===== src/rtl/gphy_pkg.sv =====
// Shared types and defaults for the GPHY link bring-up controller.
package gphy_pkg;

    typedef enum logic [2:0] {
        RESET     = 3'd0,
        WAIT_LOCK = 3'd1,
        ALIGN     = 3'd2,
        LINK      = 3'd3
    } gphy_state_e;

    // K28.5 in the low byte, D16.2 in the high byte.
    localparam logic [15:0] DEF_IDLE_WORD = 16'h50BC;
    localparam logic [1:0]  DEF_IDLE_K    = 2'b01;

    // Counter width for a counter that runs over 0..n-1 (never narrower than 1 bit).
    function automatic int cnt_w(input int n);
        return (n > 1) ? $clog2(n) : 1;
    endfunction

endpackage


===== src/rtl/gphy_link_ctrl_if.sv =====
// User TX handshake between the payload source (master) and the link controller (slave).
interface gphy_link_ctrl_if;

    logic [15:0] user_tx_data;
    logic [1:0]  user_tx_datak;
    logic        user_tx_valid;
    logic        user_tx_ready;

    modport master (
        output user_tx_data, user_tx_datak, user_tx_valid,
        input  user_tx_ready
    );

    modport slave (
        input  user_tx_data, user_tx_datak, user_tx_valid,
        output user_tx_ready
    );

endinterface


===== src/rtl/gphy_err_window.sv =====
// Error supervision for LINK: windowed error count with limit detect, plus a saturating total.
module gphy_err_window
    import gphy_pkg::*;
#(
    parameter int ERR_WINDOW = 256,
    parameter int ERR_LIMIT  = 4
) (
    input  logic        clk,
    input  logic        rst,
    input  logic        en_i,
    input  logic        err_i,
    output logic        limit_hit_o,
    output logic [15:0] err_cnt_o
);

    localparam int WIN_W = cnt_w(ERR_WINDOW);
    localparam int LIM_W = cnt_w(ERR_LIMIT);

    logic [WIN_W-1:0] win_pos_q;
    logic [LIM_W-1:0] win_err_q;
    logic [15:0]      err_cnt_q;
    logic             err_event;

    assign err_event   = en_i && err_i;
    // An error in the last cycle of a window still closes against that window's count.
    assign limit_hit_o = err_event && (win_err_q == LIM_W'(ERR_LIMIT - 1));
    assign err_cnt_o   = err_cnt_q;

    always_ff @(posedge clk) begin
        if (rst) begin
            win_pos_q <= '0;
            win_err_q <= '0;
            err_cnt_q <= '0;
        end else begin
            if (!en_i || win_pos_q == WIN_W'(ERR_WINDOW - 1)) begin
                win_pos_q <= '0;
                win_err_q <= '0;
            end else begin
                win_pos_q <= win_pos_q + 1'b1;
                if (err_event && !limit_hit_o) begin
                    win_err_q <= win_err_q + 1'b1;
                end
            end
            if (err_event && err_cnt_q != 16'hFFFF) begin
                err_cnt_q <= err_cnt_q + 1'b1;
            end
        end
    end

endmodule


===== src/rtl/gphy_link_ctrl.sv =====
// GPHY link bring-up FSM: PHY reset sequencing, lock wait, comma alignment and LINK supervision.
module gphy_link_ctrl
    import gphy_pkg::*;
#(
    parameter int          RST_CYCLES    = 16,
    parameter int          LOCK_TIMEOUT  = 50000,
    parameter int          ALIGN_TIMEOUT = 50000,
    parameter int          ALIGN_COUNT   = 8,
    parameter int          ERR_WINDOW    = 256,
    parameter int          ERR_LIMIT     = 4,
    parameter logic [15:0] IDLE_WORD     = DEF_IDLE_WORD,
    parameter logic [1:0]  IDLE_K        = DEF_IDLE_K
) (
    input  logic                    clk,
    input  logic                    rst,
    input  logic                    force_retrain,
    input  logic                    pll_locked,
    input  logic                    tx_ready,
    input  logic                    rx_ready,
    input  logic [15:0]             rx_parallel_data,
    input  logic [1:0]              rx_datak,
    input  logic [1:0]              rx_disperr,
    input  logic [1:0]              rx_errdetect,
    gphy_link_ctrl_if.slave         user,
    output logic [15:0]             tx_parallel_data,
    output logic [1:0]              tx_datak,
    output logic                    reset_PHY,
    output logic                    link_up,
    output logic [2:0]              state,
    output logic [7:0]              retrain_cnt,
    output logic [15:0]             err_cnt
);

    localparam int RST_W = cnt_w(RST_CYCLES);
    localparam int TO_W  = cnt_w((LOCK_TIMEOUT > ALIGN_TIMEOUT) ? LOCK_TIMEOUT : ALIGN_TIMEOUT);
    localparam int AL_W  = cnt_w(ALIGN_COUNT);

    gphy_state_e      state_q, state_d;
    logic [RST_W-1:0] rst_cnt_q;
    logic [TO_W-1:0]  to_q;
    logic [AL_W-1:0]  align_cnt_q;
    logic             reset_phy_q, link_up_q;
    logic [15:0]      tx_data_q;
    logic [1:0]       tx_k_q;
    logic [7:0]       retrain_q;

    logic phy_ok, err_event, good_word, limit_hit, go_reset;

    assign phy_ok    = pll_locked && tx_ready && rx_ready;
    assign err_event = (|rx_disperr) || (|rx_errdetect);
    assign good_word = (rx_parallel_data == IDLE_WORD) && (rx_datak == IDLE_K) && !err_event;

    gphy_err_window #(
        .ERR_WINDOW (ERR_WINDOW),
        .ERR_LIMIT  (ERR_LIMIT)
    ) u_err_window (
        .clk         (clk),
        .rst         (rst),
        .en_i        (state_q == LINK),
        .err_i       (err_event),
        .limit_hit_o (limit_hit),
        .err_cnt_o   (err_cnt)
    );

    // NOTE: every variable in always_comb gets a default first so no latch is inferred.
    always_comb begin
        state_d = state_q;
        if (force_retrain) begin
            state_d = RESET;
        end else begin
            unique case (state_q)
                RESET:
                    if (rst_cnt_q == RST_W'(RST_CYCLES - 1)) state_d = WAIT_LOCK;
                WAIT_LOCK:
                    if (phy_ok)                                   state_d = ALIGN;
                    else if (to_q == TO_W'(LOCK_TIMEOUT - 1))     state_d = RESET;
                ALIGN:
                    if (!phy_ok)                                  state_d = RESET;
                    else if (good_word && align_cnt_q == AL_W'(ALIGN_COUNT - 1))
                                                                  state_d = LINK;
                    else if (to_q == TO_W'(ALIGN_TIMEOUT - 1))    state_d = RESET;
                LINK:
                    if (!phy_ok || limit_hit)                     state_d = RESET;
                default:
                    state_d = RESET;
            endcase
        end
    end

    // A forced retrain while already in RESET counts as a fresh entry.
    assign go_reset = (state_d == RESET) && (force_retrain || state_q != RESET);

    // NOTE: sequential state is written with non-blocking assignments only.
    always_ff @(posedge clk) begin
        if (rst) begin
            state_q     <= RESET;
            rst_cnt_q   <= '0;
            to_q        <= '0;
            align_cnt_q <= '0;
            reset_phy_q <= 1'b1;
            link_up_q   <= 1'b0;
            tx_data_q   <= IDLE_WORD;
            tx_k_q      <= IDLE_K;
            retrain_q   <= '0;
        end else begin
            state_q     <= state_d;
            reset_phy_q <= (state_d == RESET);
            link_up_q   <= (state_d == LINK);

            rst_cnt_q   <= (state_d == RESET && !go_reset) ? rst_cnt_q + 1'b1 : '0;
            to_q        <= (state_d == state_q && (state_q == WAIT_LOCK || state_q == ALIGN))
                           ? to_q + 1'b1 : '0;
            align_cnt_q <= (state_q == ALIGN && state_d == ALIGN && good_word)
                           ? align_cnt_q + 1'b1 : '0;

            if (go_reset && retrain_q != 8'hFF) begin
                retrain_q <= retrain_q + 1'b1;
            end

            if (state_d == LINK && link_up_q && user.user_tx_valid) begin
                tx_data_q <= user.user_tx_data;
                tx_k_q    <= user.user_tx_datak;
            end else begin
                tx_data_q <= IDLE_WORD;
                tx_k_q    <= IDLE_K;
            end
        end
    end

    assign user.user_tx_ready = link_up_q;
    assign tx_parallel_data   = tx_data_q;
    assign tx_datak           = tx_k_q;
    assign reset_PHY          = reset_phy_q;
    assign link_up            = link_up_q;
    assign state              = state_q;
    assign retrain_cnt        = retrain_q;

endmodule


===== src/flat_wrapper.sv =====
// flat-port wrapper written by rule: the top's interface ports become plain ports
module gphy_link_ctrl_flat import gphy_pkg::*;
#(
    parameter int          RST_CYCLES    = 16,
    parameter int          LOCK_TIMEOUT  = 50000,
    parameter int          ALIGN_TIMEOUT = 50000,
    parameter int          ALIGN_COUNT   = 8,
    parameter int          ERR_WINDOW    = 256,
    parameter int          ERR_LIMIT     = 4,
    parameter logic [15:0] IDLE_WORD     = DEF_IDLE_WORD,
    parameter logic [1:0]  IDLE_K        = DEF_IDLE_K
)
  (clk, rst, force_retrain, pll_locked, tx_ready, rx_ready, rx_parallel_data, rx_datak, rx_disperr, rx_errdetect, tx_parallel_data, tx_datak, reset_PHY, link_up, state, retrain_cnt, err_cnt, user_user_tx_data, user_user_tx_datak, user_user_tx_valid, user_user_tx_ready);
  gphy_link_ctrl_if user_i ();
  input  logic clk;
  input  logic rst;
  input  logic force_retrain;
  input  logic pll_locked;
  input  logic tx_ready;
  input  logic rx_ready;
  input  logic [15:0] rx_parallel_data;
  input  logic [1:0] rx_datak;
  input  logic [1:0] rx_disperr;
  input  logic [1:0] rx_errdetect;
  output logic [15:0] tx_parallel_data;
  output logic [1:0] tx_datak;
  output logic reset_PHY;
  output logic link_up;
  output logic [2:0] state;
  output logic [7:0] retrain_cnt;
  output logic [15:0] err_cnt;
  input wire logic [$bits(user_i.user_tx_data)-1:0] user_user_tx_data;
  input wire logic [$bits(user_i.user_tx_datak)-1:0] user_user_tx_datak;
  input wire logic [$bits(user_i.user_tx_valid)-1:0] user_user_tx_valid;
  output wire logic [$bits(user_i.user_tx_ready)-1:0] user_user_tx_ready;
  assign user_i.user_tx_data = user_user_tx_data;
  assign user_i.user_tx_datak = user_user_tx_datak;
  assign user_i.user_tx_valid = user_user_tx_valid;
  assign user_user_tx_ready = user_i.user_tx_ready;
  gphy_link_ctrl #(.RST_CYCLES(RST_CYCLES), .LOCK_TIMEOUT(LOCK_TIMEOUT), .ALIGN_TIMEOUT(ALIGN_TIMEOUT), .ALIGN_COUNT(ALIGN_COUNT), .ERR_WINDOW(ERR_WINDOW), .ERR_LIMIT(ERR_LIMIT), .IDLE_WORD(IDLE_WORD), .IDLE_K(IDLE_K)) u_core (.clk(clk), .rst(rst), .force_retrain(force_retrain), .pll_locked(pll_locked), .tx_ready(tx_ready), .rx_ready(rx_ready), .rx_parallel_data(rx_parallel_data), .rx_datak(rx_datak), .rx_disperr(rx_disperr), .rx_errdetect(rx_errdetect), .user(user_i), .tx_parallel_data(tx_parallel_data), .tx_datak(tx_datak), .reset_PHY(reset_PHY), .link_up(link_up), .state(state), .retrain_cnt(retrain_cnt), .err_cnt(err_cnt));
endmodule

===== config.mk =====
export PLATFORM = sky130hd
export DESIGN_NAME = gphy_link_ctrl_flat
export DESIGN_NICKNAME = d
export VERILOG_FILES = /design/src/rtl/gphy_pkg.sv /design/src/rtl/gphy_link_ctrl_if.sv /design/src/rtl/gphy_err_window.sv /design/src/rtl/gphy_link_ctrl.sv /design/src/flat_wrapper.sv
export SDC_FILE = /design/constraint.sdc
export NUM_CORES = 1
export LEC_CHECK = 0
export CORE_MARGIN = 2
export CORE_UTILIZATION = 45
export CTS_CLUSTER_SIZE = 8
export DETAILED_ROUTE_END_ITERATION = 10
export MAX_ROUTING_LAYER = met4
export PLACE_DENSITY_LB_ADDON = 0.1
export SYNTH_ARGS = -nofsm -noshare
export SYNTH_HDL_FRONTEND = slang
export SYNTH_HIERARCHICAL = 1
export SYNTH_SLANG_ARGS = --single-unit

===== constraint.sdc =====
create_clock -name clk -period 3.55 [get_ports clk]
set_clock_uncertainty 0.2 [all_clocks]
set_input_delay 0.8875 -clock clk [delete_from_list [all_inputs] [get_ports clk]]
set_output_delay 0.8875 -clock clk [all_outputs]
set_load 0.005 [all_outputs]

After elaboration in Yosys (flattened, before gate mapping)
Index checks and enable logic that the tools add are counted.
{"block": "op_classes", "addsub": 7, "reduce_logical": 37, "mux": 8, "n_bitwise": 4, "n_eq_ne": 15}
{"cell": "adder 16 x 1 -> 16 bit, second input constant", "n": 2}
{"cell": "two-way mux 3 bit", "n": 7}
{"cell": "logical AND 1 bit", "n": 17}
{"cell": "adder 8 x 1 -> 8 bit, second input constant", "n": 2}
{"cell": "equality test 16 x 15 -> 1 bit, second input constant", "n": 1}
{"cell": "equality test 16 bit, second input constant", "n": 1}
{"cell": "inequality test 16 bit, second input constant", "n": 1}
{"cell": "OR reduction 2 bit", "n": 7}
{"cell": "equality test 3 x 2 -> 1 bit, second input constant", "n": 4}
{"cell": "case mux 3 bit (4 select lines)", "n": 1}
{"cell": "equality test 8 bit, second input constant", "n": 1}
{"cell": "inequality test 8 bit, second input constant", "n": 1}
{"cell": "zero test 3 bit", "n": 2}
{"cell": "zero test 1 bit", "n": 5}
{"cell": "logical OR 1 bit", "n": 5}
{"cell": "adder 4 x 1 -> 4 bit, second input constant", "n": 1}
{"cell": "equality test 4 bit, second input constant", "n": 1}
{"cell": "NOT 1 bit", "n": 4}
{"cell": "adder 3 x 1 -> 3 bit, second input constant", "n": 1}
{"cell": "equality test 3 x 1 -> 1 bit, second input constant", "n": 1}
{"cell": "equality test 3 bit", "n": 1}
{"cell": "equality test 3 bit, second input constant", "n": 1}
{"cell": "nonzero test 3 bit", "n": 1}
{"cell": "adder 2 x 1 -> 2 bit, second input constant", "n": 1}
{"cell": "2 further kinds", "n": 2}
{"block": "word_totals", "reg_bits": 80, "output_inout_bits": 48, "inputBits": 47, "wordCells": 83}

Depth between registers and ports, before layout
{"block": "depth", "word_depth": 15, "ltp_mapped": 11, "ltp_nobuf": 9}

By module
Netlist, hierarchy kept.
{"module": "gphy_link_ctrl", "seq_area_each_um2": 1081.0, "cells_each": 241, "area_per_inst_um2": 2341.0, "n_inst": 1}
{"module": "gphy_err_window", "seq_area_each_um2": 520.5, "cells_each": 140, "area_per_inst_um2": 1243.7, "n_inst": 1}

Worst setup path after synthesis
No wires, ideal clock.
{"block": "synth_timing", "path_type": "input-to-reg", "start": "in rx_disperr[1]", "end": "reg u_core.retrain_q[6] (netlist: u_core/retrain_cnt[6])", "t_required_ps": 3255, "n_path_buf": 1, "cell_stages": 9, "t_arrival_ps": 2881, "slack_ps": 374, "setup_time_ps": 95, "cell_sequence": "or4_4 -> and3_1 -> nand4b_1 -> a21oi_1 -> or2_1 -> o211a_2 -> clkbuf_1 -> nor4_1 -> a221oi_1"}
{"block": "synth_between", "word_cells_on_any_way": 16, "cone_classes": "mux: 5; reduce/logical: 11"}
{"item": "start: declaration", "line": "flat_wrapper.sv:23", "text": "input logic [1:0] rx_disperr;"}
{"item": "OR reduction 2 bit", "line": "gphy_link_ctrl.sv:50", "text": "assign err_event = (|rx_disperr) || (|rx_errdetect);"}
{"item": "logical OR 1 bit", "line": "gphy_link_ctrl.sv:50"}
{"item": "logical AND 1 bit", "line": "gphy_err_window.sv:24", "text": "assign err_event = en_i && err_i;"}
{"item": "logical AND 1 bit", "line": "gphy_err_window.sv:26", "text": "assign limit_hit_o = err_event && (win_err_q == LIM_W'(ERR_LIMIT - 1));"}
{"item": "named net u_core.limit_hit", "line": "gphy_link_ctrl.sv:47", "text": "logic phy_ok, err_event, good_word, limit_hit, go_reset;"}
{"item": "logical OR 1 bit", "line": "gphy_link_ctrl.sv:83", "text": "if (!phy_ok || limit_hit) state_d = RESET;"}
{"item": "two-way mux 3 bit", "line": "gphy_link_ctrl.sv:83"}
{"item": "case mux 3 bit (4 select lines)", "line": "gphy_link_ctrl.sv:71", "text": "unique case (state_q)"}
{"item": "two-way mux 3 bit", "line": "gphy_link_ctrl.sv:68", "text": "if (force_retrain) begin"}
{"item": "zero test 3 bit", "line": "gphy_link_ctrl.sv:91", "text": "assign go_reset = (state_d == RESET) && (force_retrain || state_q != RESET);"}
{"item": "logical AND 1 bit", "line": "gphy_link_ctrl.sv:91"}
{"item": "logical AND 1 bit", "line": "gphy_link_ctrl.sv:116", "text": "if (go_reset && retrain_q != 8'hFF) begin"}
{"item": "end signal: assignment", "line": "gphy_link_ctrl.sv:117", "text": "retrain_q <= retrain_q + 1'b1;"}
{"item": "end: declaration", "line": "gphy_link_ctrl.sv:45", "text": "logic [7:0] retrain_q;"}
The timed path passes the listed nets, and every way through them passes these cells.
A chain may end at the register's enable or synchronous reset.

Final worst setup path
{"block": "layout_timing", "start": "in rx_errdetect[1]", "end": "reg u_core.retrain_q[5] (netlist: u_core/retrain_cnt[5])"}
{"block": "layout_between", "word_cells_on_any_way": 16, "cone_classes": "mux: 5; reduce/logical: 11"}
{"item": "start: declaration", "line": "flat_wrapper.sv:24", "text": "input logic [1:0] rx_errdetect;"}
{"item": "OR reduction 2 bit", "line": "gphy_link_ctrl.sv:50"}
{"item": "logical OR 1 bit", "line": "gphy_link_ctrl.sv:50"}
{"item": "named net u_core.err_event", "line": "gphy_link_ctrl.sv:47"}
{"item": "logical AND 1 bit", "line": "gphy_err_window.sv:24"}
{"item": "logical AND 1 bit", "line": "gphy_err_window.sv:26"}
{"item": "named net u_core.limit_hit", "line": "gphy_link_ctrl.sv:47"}
{"item": "logical OR 1 bit", "line": "gphy_link_ctrl.sv:83"}
{"item": "two-way mux 3 bit", "line": "gphy_link_ctrl.sv:83"}
{"item": "case mux 3 bit (4 select lines)", "line": "gphy_link_ctrl.sv:71"}
{"item": "two-way mux 3 bit", "line": "gphy_link_ctrl.sv:68"}
{"item": "zero test 3 bit", "line": "gphy_link_ctrl.sv:91"}
{"item": "logical AND 1 bit", "line": "gphy_link_ctrl.sv:91"}
{"item": "logical AND 1 bit", "line": "gphy_link_ctrl.sv:116"}
The timed path passes the listed nets, and every way through them passes these cells.

==> impl_summary.txt <==
----------------------------------------------------
[Global routing]
  Wire length of the first global-routing pass ... between 10000 and 15000 microns
  GRT Util Overall ... about 20%
  Number of global-route vias before repair ... 3005
  Largest net degree at the start of global routing ... 24
  Initial antenna violation count ... 0
  Aggregate global routing overflow ... 0

[Yosys]
  Register bit count reported by yosys ... 80
  Synth Area per Inst ... around 9.4 sq um
  Predominant post-synthesis flop cell ... dfxtp_1
  Yosys warning count ... 6
  Largest cells by area after synthesis ... dfxtp_1 (45%), nor2_1 (5.4%), xor2_1 (3.4%)
  Sequential fraction of the synthesis area ... between 40% and 50%
  Fraction of post-synthesis cell area in the top cell type by area ... between 40% and 50%
  Total standard cell area after synthesis ... 0.00358 sq mm
  Count leader, synth ... dfxtp_1
  Number of flops mapped to enable cells by yosys ... 0
  Gate Count Post-Synth ... approximately 380
  Top post-synthesis cells by count ... dfxtp_1 (80), nor2_1 (52), nand3_1 (20), and2_1 (16), nand2_1 (15)
  Synth area leader ... dfxtp_1
  Share of flip-flops with an asynchronous set or reset after synthesis ... 0%
  Net count of the mapped netlist ... about 440
  Cell variety after synth ... 64

[Pwr]
  Internal power ... 0.00147 W
  Power density over the cells ... about 360 mW/mm^2
  Reg power frac ... between 40 and 50%
  VDD IR max ... between 0.0002 and 0.00025 V
  Net switching power of the design ... roughly 0.00035 W
  Total leakage power ... 1.84 nW
  Relative contribution of the clock network to total power ... a little under half
  Share of total power consumed by net switching ... a little under a fifth
  Combinational share of power ... under 10%

[Clock network]
  Worst-Skew Late Latency ... 0.35 ns
  Maximum buffer depth of the clock tree ... 2
  Setup Buffers After CTS ... 0
  Clock Tree Root ... clkbuf_8
  TritonCTS clock tree ... done
  TritonCTS Buffers ... 9
  Number of gates resized after cts ... 0
  Post-CTS clock slew at the launch and capture registers of the worst setup and hold paths ... 0.08 ns
  CTS Hold Buffers Added ... 0
  Number of levels in the clock H-tree ... 3
  Clk sink count ... 80

[Timing]
  Total negative setup slack ... 0 ns
  Fin crit period ... ~3.4 ns
  Worst slew margin relative to its limit ... about 57%
  Final hold violations ... 0
  Measured slew at the worst slew-check pin ... approximately 0.64 ns
  Number of pins with negative max-slew slack in the final report ... 0
  Final cycle utilization of the critical path ... a little over nine tenths
  Setup repair after global routing missed its margin ... false
  Max Clk Rate ... roughly 300 MHz
  Setup violators final ... 0
  Worst-case setup margin in the final layout ... roughly 0.17 ns

[Final layout]
  Count of antenna diodes in the layout ... 0
  Layout Area Growth over Synthesis ... 39.8%
  Share of cells above drive strength 1 ... around a tenth
  Final nets ... 548
  Final instance count without filler cells ... 600

[Floorplan]
  Width of the die ... ~93 microns
  Std cell rows ... 32
  Area enclosed by the die boundary ... just under 0.009 sq mm
  Die Y-Extent ... approximately 93 microns
  Initial core utilization ... about 46%
  I/O pin cnt ... between 90 and 100
  Core footprint ... about 0.0077 sq mm

[Flow run]
  Maximum capacitance violations ... 0

[Place]
  Routability-driven placement congestion ratio ... just under 0.9
  Setup Slack @ Placement ... -0.174 ns
  Placed cell count ... 584
  Port bufs ... 94
  Detailed-placement wirelength estimate ... between 6000 and 7000 microns

[Routing]
  Routed wire length ... between 7000 and 8000 microns
  Final routed DRC violation total ... 0
  Detailed-route vias per instance ... a little over 5
  Detail Route met2 WL ... 3920 microns
  Number of nets with antenna violations after routing ... 0
  Met3 wire length ... 443 microns
  Detailed-router iteration count before antenna repair ... 4
  Top sig layer ... met4
  Routed metal-1 wirelength ... approximately 3500 microns
  Total via count in the routed design ... 3102
  Count of routing violations after the opening detailed-route iteration ... 94
  WL/cell ... roughly 13 microns

[Worst hold path]
  Class of the most critical hold timing path ... reg -> reg
  Startpoint of the worst hold path ... u_core/align_cnt_q[0]$_SDFF_PP0_

[Critical path]
  Arr. time, crit path ... 3.42 ns
  Worst reg2reg path startpoint ... u_core/state[0]$_SDFF_PP0_
  Launching instance or port of the critical path ... rx_errdetect[1]
  Crit path max fanout ... 3
  Kind of end point of the critical path ... flop
  Worst EP required ... roughly 3.6 ns
  Critical path start-end classification ... in -> reg
  Kind of start point of the critical path ... input pin

[Run status]
  Status ... completed

----------------------------------------------------
-- registers in the layout, indices dropped and copies added, names as in the netlist --
| register | cells |
|---|---|
| u_core/align_cnt_q | 3 |
| u_core/link_up | 1 |
| u_core/reset_PHY | 1 |
| u_core/retrain_cnt | 8 |
| u_core/rst_cnt_q | 4 |
| u_core/state | 3 |
| u_core/to_q | 16 |
| u_core/tx_datak | 2 |
| u_core/tx_parallel_data | 16 |
| u_core/u_err_window/err_cnt_o | 16 |
| u_core/u_err_window/win_err_q | 2 |
| u_core/u_err_window/win_pos_q | 8 |
-- cell families after synthesis --
group / after synthesis / synth area share, %
simple gates: 189 / 31.4
flops: 80 / 44.7
compound gates: 46 / 9.74
xor+xnor: 26 / 6.35
buf+inv: 24 / 2.83
fa+ha+maj: 8 / 2.79
mux: 7 / 2.13
other cells: 1 / 0.105
-- critical path, cell delays in order --
cell and delay, ns:
clkdlybuf4s50_1 0.46, or4_4 0.12, and3_1 0.19, nand4b_1 0.18, o22ai_1 0.17, or4_1 0.54
or3_1 0.36, nor3_1 0.18, mux2_2 0.35
-- cell type report --
| cell class | instances | area (sq um) |
|---|---|---|
| Fill cell | 648 | 2720 |
| Multi-Input combinational cell | 277 | 1880 |
| Sequential cell | 80 | 1600 |
| Timing Repair Buffer | 111 | 1090 |
| Clock buffer | 12 | 155 |
| Tap cell | 102 | 128 |
| Clock inverter | 4 | 98.8 |
| Inverter | 14 | 52.6 |
-- metal layers --
metal,up-vias,GRT usage (%)
li1,1582,-
met1,1439,24.0
met2,73,31.5
met3,8,5.56
met4,0,7.84
met5,-,-
-- power by group through the flow --
stage / clock (W) / combinational [W] / sequential (W)
after floorplan: 0 / 0.0000203 / 0.000926
after global placement: 0 / 0.0000857 / 0.000926
after detailed placement: 0 / 0.0000866 / 0.000926
after CTS: 0.000853 / 0.0000869 / 0.000905
after global routing: 0.000890 / 0.0000932 / 0.000906
final: 0.000826 / 0.0000860 / 0.000905
-- final timing paths --
kind                                        end  slack, ns  cells after the start
max          u_core/retrain_cnt[5]$_SDFFE_PP0P_       0.17                      9
min            u_core/align_cnt_q[0]$_SDFF_PP0_       0.23                      1
max reg2reg  u_core/retrain_cnt[5]$_SDFFE_PP0P_       0.40                      9
min reg2reg    u_core/align_cnt_q[0]$_SDFF_PP0_       0.23                      1
-- cell usage in the layout, fill, tap and decap left out, types with 11 or more instances in the layout --
master           synthesis  layout
clkdlybuf4s50_1          0      94
dfxtp_1                 80      80
nor2_1                  52      52
nand3_1                 20      20
and2_1                  16      16
buf_4                    2      15
nand2_1                 15      15
inv_1                   14      14
xor2_1                  14      14
xnor2_1                 12      12
clkbuf_8                 0      11
nand4_1                 11      11
-- metrics by stage --
step	util, %	area [sq um]	hold slack, ns	total power, W
3_5_place_dp	61.6	4760	0.217	0.00101
3_3_place_gp	61.6	4760	0.209	0.00101
2_1_floorplan	-	3580	0.198	0.000946
6_report	64.8	5010	0.225	0.00182
5_1_grt	64.8	5010	0.245	0.00189
4_1_cts	64.8	5010	0.230	0.00184
(Power assumes the default switching activity.)
